**config.mk**
```make
export PLATFORM = sky130hd
export DESIGN_NAME = move_arbiter_flat
export DESIGN_NICKNAME = d
export VERILOG_FILES = /design/src/rtl/move_arbiter_if.sv /design/src/rtl/move_arbiter.sv /design/src/flat_wrapper.sv
export SDC_FILE = /design/constraint.sdc
export NUM_CORES = 1
export LEC_CHECK = 0
export CAP_MARGIN = 30
export CORE_MARGIN = 3
export CORE_UTILIZATION = 41
export DETAILED_ROUTE_END_ITERATION = 8
export PLACE_DENSITY_LB_ADDON = 0.3
export SLEW_MARGIN = 25
export SYNTH_ARGS = -nofsm -noshare
export SYNTH_HDL_FRONTEND = slang
export SYNTH_SLANG_ARGS = --single-unit
export TNS_END_PERCENT = 30
```
**constraint.sdc**
```tcl
create_clock -name clk_in -period 1.6 [get_ports clk_in]
set_input_delay 0.16 -clock clk_in [delete_from_list [all_inputs] [get_ports clk_in]]
set_output_delay 0.16 -clock clk_in [all_outputs]
set_load 0.05 [all_outputs]
```
**src/rtl/move_arbiter_if.sv**
```systemverilog
// Move arbiter handshake bundle: local/remote move inputs, game_fsm
// issue/done handshake, tx start handshake and status pulses.
// The arbiter connects through the slave modport; its environment
// (user_io, rx, game_fsm, tx) connects through the master modport.
interface move_arbiter_if #(
  parameter int PKT_LEN = 8
);
  logic               my_turn;
  logic               loc_valid;
  logic [PKT_LEN-1:0] loc_move;
  logic               rem_valid;
  logic [PKT_LEN-1:0] rem_move;
  logic               move_avail;
  logic [PKT_LEN-1:0] move_out;
  logic               fsm_done;
  logic               fsm_invalid;
  logic               tx_trigger;
  logic [PKT_LEN-1:0] tx_data;
  logic               tx_busy;
  logic               busy;
  logic               loc_reject;
  logic               rem_drop;
  logic               invalid_pulse;
  logic               timeout;

  modport slave (
    input  my_turn, loc_valid, loc_move, rem_valid, rem_move,
           fsm_done, fsm_invalid, tx_busy,
    output move_avail, move_out, tx_trigger, tx_data, busy,
           loc_reject, rem_drop, invalid_pulse, timeout
  );

  modport master (
    output my_turn, loc_valid, loc_move, rem_valid, rem_move,
           fsm_done, fsm_invalid, tx_busy,
    input  move_avail, move_out, tx_trigger, tx_data, busy,
           loc_reject, rem_drop, invalid_pulse, timeout
  );
endinterface

```
**src/rtl/move_arbiter.sv**
```systemverilog
// Move arbiter: buffers one local and one remote move, grants one of them
// to game_fsm according to my_turn, and forwards accepted local moves to tx.
// Optional watchdog on WAIT_FSM / WAIT_TX enabled by defining
// MOVE_ARB_TIMEOUT_EN; without it those states wait indefinitely.
module move_arbiter #(
  parameter int PKT_LEN     = 8,
  parameter int TIMEOUT_CYC = 65_000_000
) (
  input  logic          clk_in,
  input  logic          rst_in,
  move_arbiter_if.slave bus
);

  typedef enum logic [2:0] {IDLE, ISSUE, WAIT_FSM, SEND, WAIT_TX} state_t;

  state_t             state, state_nxt;
  logic               loc_full, rem_full;
  logic [PKT_LEN-1:0] loc_buf, rem_buf, mv_reg;
  logic               grant_loc;
  logic               tx_seen;
  logic               loc_reject_q, rem_drop_q, invalid_q;
  logic               loc_load, rem_load, grant_l, grant_r;
  logic               fin, clr_loc, clr_rem, done_bad;
  logic               wd_hit;

  // A buffer only accepts a move while empty, so a granted move cannot be overwritten
  assign loc_load = bus.loc_valid & bus.my_turn & ~loc_full;
  assign rem_load = bus.rem_valid & ~rem_full;
  assign grant_l  = (state == IDLE) & loc_full & bus.my_turn;
  assign grant_r  = (state == IDLE) & rem_full & ~bus.my_turn;
  assign done_bad = (state == WAIT_FSM) & bus.fsm_done & bus.fsm_invalid;
  assign fin      = (state == WAIT_FSM) & (bus.fsm_done | wd_hit);
  assign clr_loc  = fin & grant_loc;
  assign clr_rem  = fin & ~grant_loc;

  // Outputs decoded from state so reset clears them immediately
  assign bus.busy       = (state != IDLE);
  assign bus.move_avail = (state == ISSUE);
  assign bus.move_out   = (state == ISSUE || state == WAIT_FSM) ? mv_reg : '0;
  assign bus.tx_trigger = (state == SEND) & ~bus.tx_busy;
  assign bus.tx_data    = (state == SEND || state == WAIT_TX) ? mv_reg : '0;
  assign bus.loc_reject    = loc_reject_q;
  assign bus.rem_drop      = rem_drop_q;
  assign bus.invalid_pulse = invalid_q;

`ifdef MOVE_ARB_TIMEOUT_EN
  localparam int WD_W = $clog2(TIMEOUT_CYC + 1);
  logic [WD_W-1:0] wd;
  logic            timeout_q;
  logic            in_wait;

  // A completing fsm_done wins over an expiring watchdog in the same cycle
  assign in_wait = (state == WAIT_FSM) || (state == WAIT_TX);
  assign wd_hit  = in_wait && (wd == WD_W'(TIMEOUT_CYC - 1)) &&
                   !((state == WAIT_FSM) && bus.fsm_done);
  assign bus.timeout = timeout_q;

  // Watchdog restarts on every state entry and only counts in the wait states
  always_ff @(posedge clk_in or negedge rst_in) begin
    if (!rst_in) begin
      wd        <= '0;
      timeout_q <= 1'b0;
    end else begin
      timeout_q <= wd_hit;
      if (state_nxt != state || !in_wait) wd <= '0;
      else                                wd <= wd + WD_W'(1);
    end
  end
`else
  assign wd_hit      = 1'b0;
  assign bus.timeout = 1'b0;
`endif

  // State register, buffer flags, grant owner and status pulses
  always_ff @(posedge clk_in or negedge rst_in) begin
    if (!rst_in) begin
      state        <= IDLE;
      loc_full     <= 1'b0;
      rem_full     <= 1'b0;
      grant_loc    <= 1'b0;
      tx_seen      <= 1'b0;
      loc_reject_q <= 1'b0;
      rem_drop_q   <= 1'b0;
      invalid_q    <= 1'b0;
    end else begin
      state <= state_nxt;
      if (clr_loc)       loc_full <= 1'b0;
      else if (loc_load) loc_full <= 1'b1;
      if (clr_rem)       rem_full <= 1'b0;
      else if (rem_load) rem_full <= 1'b1;
      if (grant_l)       grant_loc <= 1'b1;
      else if (grant_r)  grant_loc <= 1'b0;
      tx_seen      <= (state == WAIT_TX) & (tx_seen | bus.tx_busy);
      loc_reject_q <= bus.loc_valid & ~loc_load;
      rem_drop_q   <= bus.rem_valid & ~rem_load;
      invalid_q    <= done_bad;
    end
  end

  // Move payloads; validity is carried by the flags and state, so no reset
  always_ff @(posedge clk_in) begin
    if (loc_load) loc_buf <= bus.loc_move;
    if (rem_load) rem_buf <= bus.rem_move;
    if (grant_l)      mv_reg <= loc_buf;
    else if (grant_r) mv_reg <= rem_buf;
  end

  // Next-state logic
  always_comb begin
    state_nxt = state;
    case (state)
      IDLE:     if (grant_l || grant_r) state_nxt = ISSUE;
      ISSUE:    state_nxt = WAIT_FSM;
      WAIT_FSM: begin
        if (bus.fsm_done) begin
          if (bus.fsm_invalid || !grant_loc) state_nxt = IDLE;
          else                               state_nxt = SEND;
        end else if (wd_hit) begin
          state_nxt = IDLE;
        end
      end
      SEND:     if (!bus.tx_busy) state_nxt = WAIT_TX;
      WAIT_TX:  if (wd_hit || (tx_seen && !bus.tx_busy)) state_nxt = IDLE;
      default:  state_nxt = IDLE;
    endcase
  end

endmodule

```
**src/flat_wrapper.sv**
```systemverilog
// flat-port wrapper written by rule: the top's interface ports become plain ports
module move_arbiter_flat 
#(
  parameter int PKT_LEN     = 8,
  parameter int TIMEOUT_CYC = 65_000_000
)
  (clk_in, rst_in, bus_my_turn, bus_loc_valid, bus_loc_move, bus_rem_valid, bus_rem_move, bus_fsm_done, bus_fsm_invalid, bus_tx_busy, bus_move_avail, bus_move_out, bus_tx_trigger, bus_tx_data, bus_busy, bus_loc_reject, bus_rem_drop, bus_invalid_pulse, bus_timeout);
  move_arbiter_if #(.PKT_LEN(PKT_LEN)) bus_i ();
  input  logic clk_in;
  input  logic rst_in;
  input wire logic [$bits(bus_i.my_turn)-1:0] bus_my_turn;
  input wire logic [$bits(bus_i.loc_valid)-1:0] bus_loc_valid;
  input wire logic [$bits(bus_i.loc_move)-1:0] bus_loc_move;
  input wire logic [$bits(bus_i.rem_valid)-1:0] bus_rem_valid;
  input wire logic [$bits(bus_i.rem_move)-1:0] bus_rem_move;
  input wire logic [$bits(bus_i.fsm_done)-1:0] bus_fsm_done;
  input wire logic [$bits(bus_i.fsm_invalid)-1:0] bus_fsm_invalid;
  input wire logic [$bits(bus_i.tx_busy)-1:0] bus_tx_busy;
  output wire logic [$bits(bus_i.move_avail)-1:0] bus_move_avail;
  output wire logic [$bits(bus_i.move_out)-1:0] bus_move_out;
  output wire logic [$bits(bus_i.tx_trigger)-1:0] bus_tx_trigger;
  output wire logic [$bits(bus_i.tx_data)-1:0] bus_tx_data;
  output wire logic [$bits(bus_i.busy)-1:0] bus_busy;
  output wire logic [$bits(bus_i.loc_reject)-1:0] bus_loc_reject;
  output wire logic [$bits(bus_i.rem_drop)-1:0] bus_rem_drop;
  output wire logic [$bits(bus_i.invalid_pulse)-1:0] bus_invalid_pulse;
  output wire logic [$bits(bus_i.timeout)-1:0] bus_timeout;
  assign bus_i.my_turn = bus_my_turn;
  assign bus_i.loc_valid = bus_loc_valid;
  assign bus_i.loc_move = bus_loc_move;
  assign bus_i.rem_valid = bus_rem_valid;
  assign bus_i.rem_move = bus_rem_move;
  assign bus_i.fsm_done = bus_fsm_done;
  assign bus_i.fsm_invalid = bus_fsm_invalid;
  assign bus_i.tx_busy = bus_tx_busy;
  assign bus_move_avail = bus_i.move_avail;
  assign bus_move_out = bus_i.move_out;
  assign bus_tx_trigger = bus_i.tx_trigger;
  assign bus_tx_data = bus_i.tx_data;
  assign bus_busy = bus_i.busy;
  assign bus_loc_reject = bus_i.loc_reject;
  assign bus_rem_drop = bus_i.rem_drop;
  assign bus_invalid_pulse = bus_i.invalid_pulse;
  assign bus_timeout = bus_i.timeout;
  move_arbiter #(.PKT_LEN(PKT_LEN), .TIMEOUT_CYC(TIMEOUT_CYC)) u_core (.clk_in(clk_in), .rst_in(rst_in), .bus(bus_i));
endmodule
```
==> out/results.md <==
* status: complete, but fails checks
* violated checks: negative setup slack
* routability cong.: 0.734
* via count: 1130
* maximum clock path buffer count: 2
* total area of sequential cells: 971 um2
* final period utilization: 112%
* Clk Tree Root Cell: sky130_fd_sc_hd__clkbuf_8
* max incr delay on CP: 0.42 ns
* net count after synthesis: 134
* Detailed Route WL: 3490 um
* hpwl dp: 2280 um
* post-detailed-route DRC marker count: 0
* number of core rows: 21
* max-cap violations: 0
* global-route wire length before repair: 5230 um
* wire per inst: 15.4 um
* Die Y-Extent: 66.9 um
* critical path peak fanout: 8
* Starting Density: 44.2%
* cell leakage power: 1.08 nW
* worst hold-check slack: 0.194 ns
* FMAX: 556 MHz
* clk sink count: 34
* highest-delay cell along the critical path: sky130_fd_sc_hd__dfrtp_1
* DRT iter0 DRCs: 45
* CP startpoint kind: flip-flop
* post-route setup slack: -0.197 ns
* vias in the first global route: 1122
* via/cell ratio: 4.98
* Clock Skews: 0.00520 ns
* unrepaired setup endpoints after global routing: yes
* number of I/O port buffers: 45
* power density relative to cell area: 2230 mW/mm2
* final-report setup violation count: 26
* die footprint: 0.00448 mm2
* clock tree from TritonCTS: yes
* # nets final: 204
* required time at the worst-slack endpoint: 1.44 ns
* area of the core: 0.00344 mm2
* final critical-path required period: 1.80 ns
* # IOs: 47
* later-pin clock latency in the skew report: 0.29 ns
* antenna violations before repair: 0
* worst vdd ir: 0.901 mV
* antenna diode count: 0
* GRT Total Usage: 16.5%
* number of synthesized register bits: 34
* mean post-synth cell area: 13.8 um2
* fraction of layout cells with a size suffix above 1: 48.6%
* number of instances in the synthesized netlist: 110
* Yosys warnings: 0
* maximum level of the CTS H-tree: 2
* Final Power: 5.84 mW
* Layout Area Growth over Synthesis: 72.2%
* share of synthesized area occupied by flip-flops and latches: 63.8%
* width of the chip: 66.9 um
* post-route ant nets: 0
* critical path class: flip-flop to output pin
* number of search-and-repair iterations in the first detailed-routing pass: 4
* worst min-delay path category: primary input to async pin
* category of the worst setup path capture point: output pin
* filler cell count: 223
* Pins Over Slew Limit: 0
* multi-input gate area in the final layout: 613 um2
* largest net degree at the start of global routing: 13
* combined area of all synthesized cells: 0.00152 mm2
* Inserted Clock Buffers: 5
* Netlist cell types: 29
* arrival time at the worst endpoint: 1.64 ns
* clk slew on worst S/H paths: 0.07 ns
* worst path cell trace: buf_6 -> nor2b_4 -> nand2_2 -> a21boi_4 -> buf_12 -> nor2b_4 -> buf_12
* Final Hold Violating Endpoints: 0
* total grt overflow: 0
[worst max-delay path, delay by kind of cell, from the launching register on]
family / cells / cell delay, ns
simple gates: 3 / 0.34
flops: 1 / 0.42
compound gates: 1 / 0.14
buf+inv: 3 / 0.43
[kinds of logic after synthesis]
kind of cell | share of synthesized area, %
compound gates | 6.00
flops | 63.8
mux | 9.29
simple gates | 17.4
other cells | 0.246
buf+inv | 3.21
[what timing repair did]
item                       4_1_cts  5_1_grt
pin swaps                        2        6
hold buffers                     0        0
setup endpoints to repair       26       35
resized for setup               33        9
setup buffers                    7        5
[path summary, 6_finish.rpt]
| path | to | slack (ns) | start | cells past startpoint |
|---|---|---|---|---|
| max | bus_tx_data[2] | -0.20 | u_core.state[2]$_DFFE_PN0P_ | 7 |
| min | u_core.state[1]$_DFFE_PN0P_ | 0.19 | rst_in | 1 |
| max reg2reg | u_core.mv_reg[3]$_DFFE_PP_ | -0.12 | u_core.state[0]$_DFFE_PN0P_ | 4 |
| min reg2reg | u_core.mv_reg[2]$_DFFE_PP_ | 0.55 | u_core.rem_buf[2]$_DFFE_PP_ | 1 |
| max in group asynchronous | u_core.grant_loc$_DFFE_PN0P_ | 1.09 | rst_in | 1 |
| min in group clk_in | u_core.rem_buf[1]$_DFFE_PP_ | 0.42 | bus_rem_move[1] | 1 |
[placed cells by master, fill, tap and decap left out, types with 2 or more instances in the layout]
cell type	Yosys	layout
sky130_fd_sc_hd__and2_1	10	2
sky130_fd_sc_hd__buf_6	2	7
sky130_fd_sc_hd__inv_1	5	3
sky130_fd_sc_hd__clkdlybuf4s50_1	0	23
sky130_fd_sc_hd__edfxtp_1	24	24
sky130_fd_sc_hd__o21ai_0	2	2
sky130_fd_sc_hd__a21oi_1	8	7
sky130_fd_sc_hd__buf_4	1	17
sky130_fd_sc_hd__clkbuf_8	0	5
sky130_fd_sc_hd__and2_4	0	8
sky130_fd_sc_hd__nand2_2	0	2
sky130_fd_sc_hd__nor2b_4	2	10
sky130_fd_sc_hd__nor2b_1	10	2
sky130_fd_sc_hd__nor2_1	6	5
sky130_fd_sc_hd__dfrtp_1	10	10
sky130_fd_sc_hd__bufinv_16	0	2
sky130_fd_sc_hd__buf_12	0	19
sky130_fd_sc_hd__nand2_1	5	3
sky130_fd_sc_hd__mux2_4	8	8
[through the flow]
stage / utilization [%] / worst slack, ns / std cells / setup TNS, ns / instance area (um2)
2_1_floorplan: - / -0.224 / 110 / -3.43 / 1520
3_3_place_gp: 65.4 / -0.0783 / 209 / -0.681 / 2250
3_5_place_dp: 65.4 / -0.109 / 209 / -1.14 / 2250
4_1_cts: 74.4 / -0.158 / 223 / -2.60 / 2560
5_1_grt: 76.1 / -0.293 / 227 / -4.97 / 2620
6_report: 76.1 / -0.197 / 227 / -3.39 / 2620
[where the power goes]
| part | leakage (nW) | switching (mW) | internal, mW |
|---|---|---|---|
| Sequential | 0.342 | 0.155 | 1.22 |
| Clock | 0.0683 | 0.313 | 0.624 |
| Combinational | 0.667 | 1.74 | 1.78 |
[cell usage after synthesis]
cell	number	area (um2)
sky130_fd_sc_hd__edfxtp_1	24	721
sky130_fd_sc_hd__and2_1	10	62.6
sky130_fd_sc_hd__dfrtp_1	10	250
sky130_fd_sc_hd__nor2b_1	10	62.6
sky130_fd_sc_hd__a21oi_1	8	40.0
sky130_fd_sc_hd__mux2_4	8	120
sky130_fd_sc_hd__nor2_1	6	22.5
sky130_fd_sc_hd__inv_1	5	18.8
sky130_fd_sc_hd__nand2_1	5	18.8
sky130_fd_sc_hd__buf_6	2	22.5
sky130_fd_sc_hd__nand2b_1	2	12.5
sky130_fd_sc_hd__nor2b_4	2	27.5
sky130_fd_sc_hd__o21ai_0	2	10.0
sky130_fd_sc_hd__a21boi_2	1	11.3
sky130_fd_sc_hd__a22oi_1	1	7.51
sky130_fd_sc_hd__a31o_2	1	8.76
sky130_fd_sc_hd__a32oi_1	1	8.76
sky130_fd_sc_hd__and3_1	1	6.26
sky130_fd_sc_hd__and3_4	1	11.3
sky130_fd_sc_hd__buf_4	1	7.51
sky130_fd_sc_hd__conb_1	1	3.75
sky130_fd_sc_hd__mux2_1	1	11.3
sky130_fd_sc_hd__mux2i_1	1	10.0
sky130_fd_sc_hd__nand3_1	1	5.00
sky130_fd_sc_hd__nand4_1	1	6.26
sky130_fd_sc_hd__nand4b_1	1	8.76
sky130_fd_sc_hd__nor3_1	1	5.00
sky130_fd_sc_hd__nor3_4	1	16.3
sky130_fd_sc_hd__o21ai_1	1	5.00
[cell type report]
class	instances	share of cell area, %
Timing Repair Buffer	66	31.2
Clock buffer	5	2.63
Multi-Input combinational cell	68	23.4
Inverter	5	0.907
Tap cell	46	2.20
Clock inverter	3	2.63
Sequential cell	34	37.1
[layer usage]
metal / share of wire, % / track usage, % / vias up
met5: 0 / 0 / -
met1: 35 / 15.6 / 549
met2: 56 / 31.4 / 43
li1: - / - / 526
met3: 5.5 / 4.38 / 12
met4: 3.0 / 8.86 / 0
No activity file was read; power rests on OpenSTA's default activity.
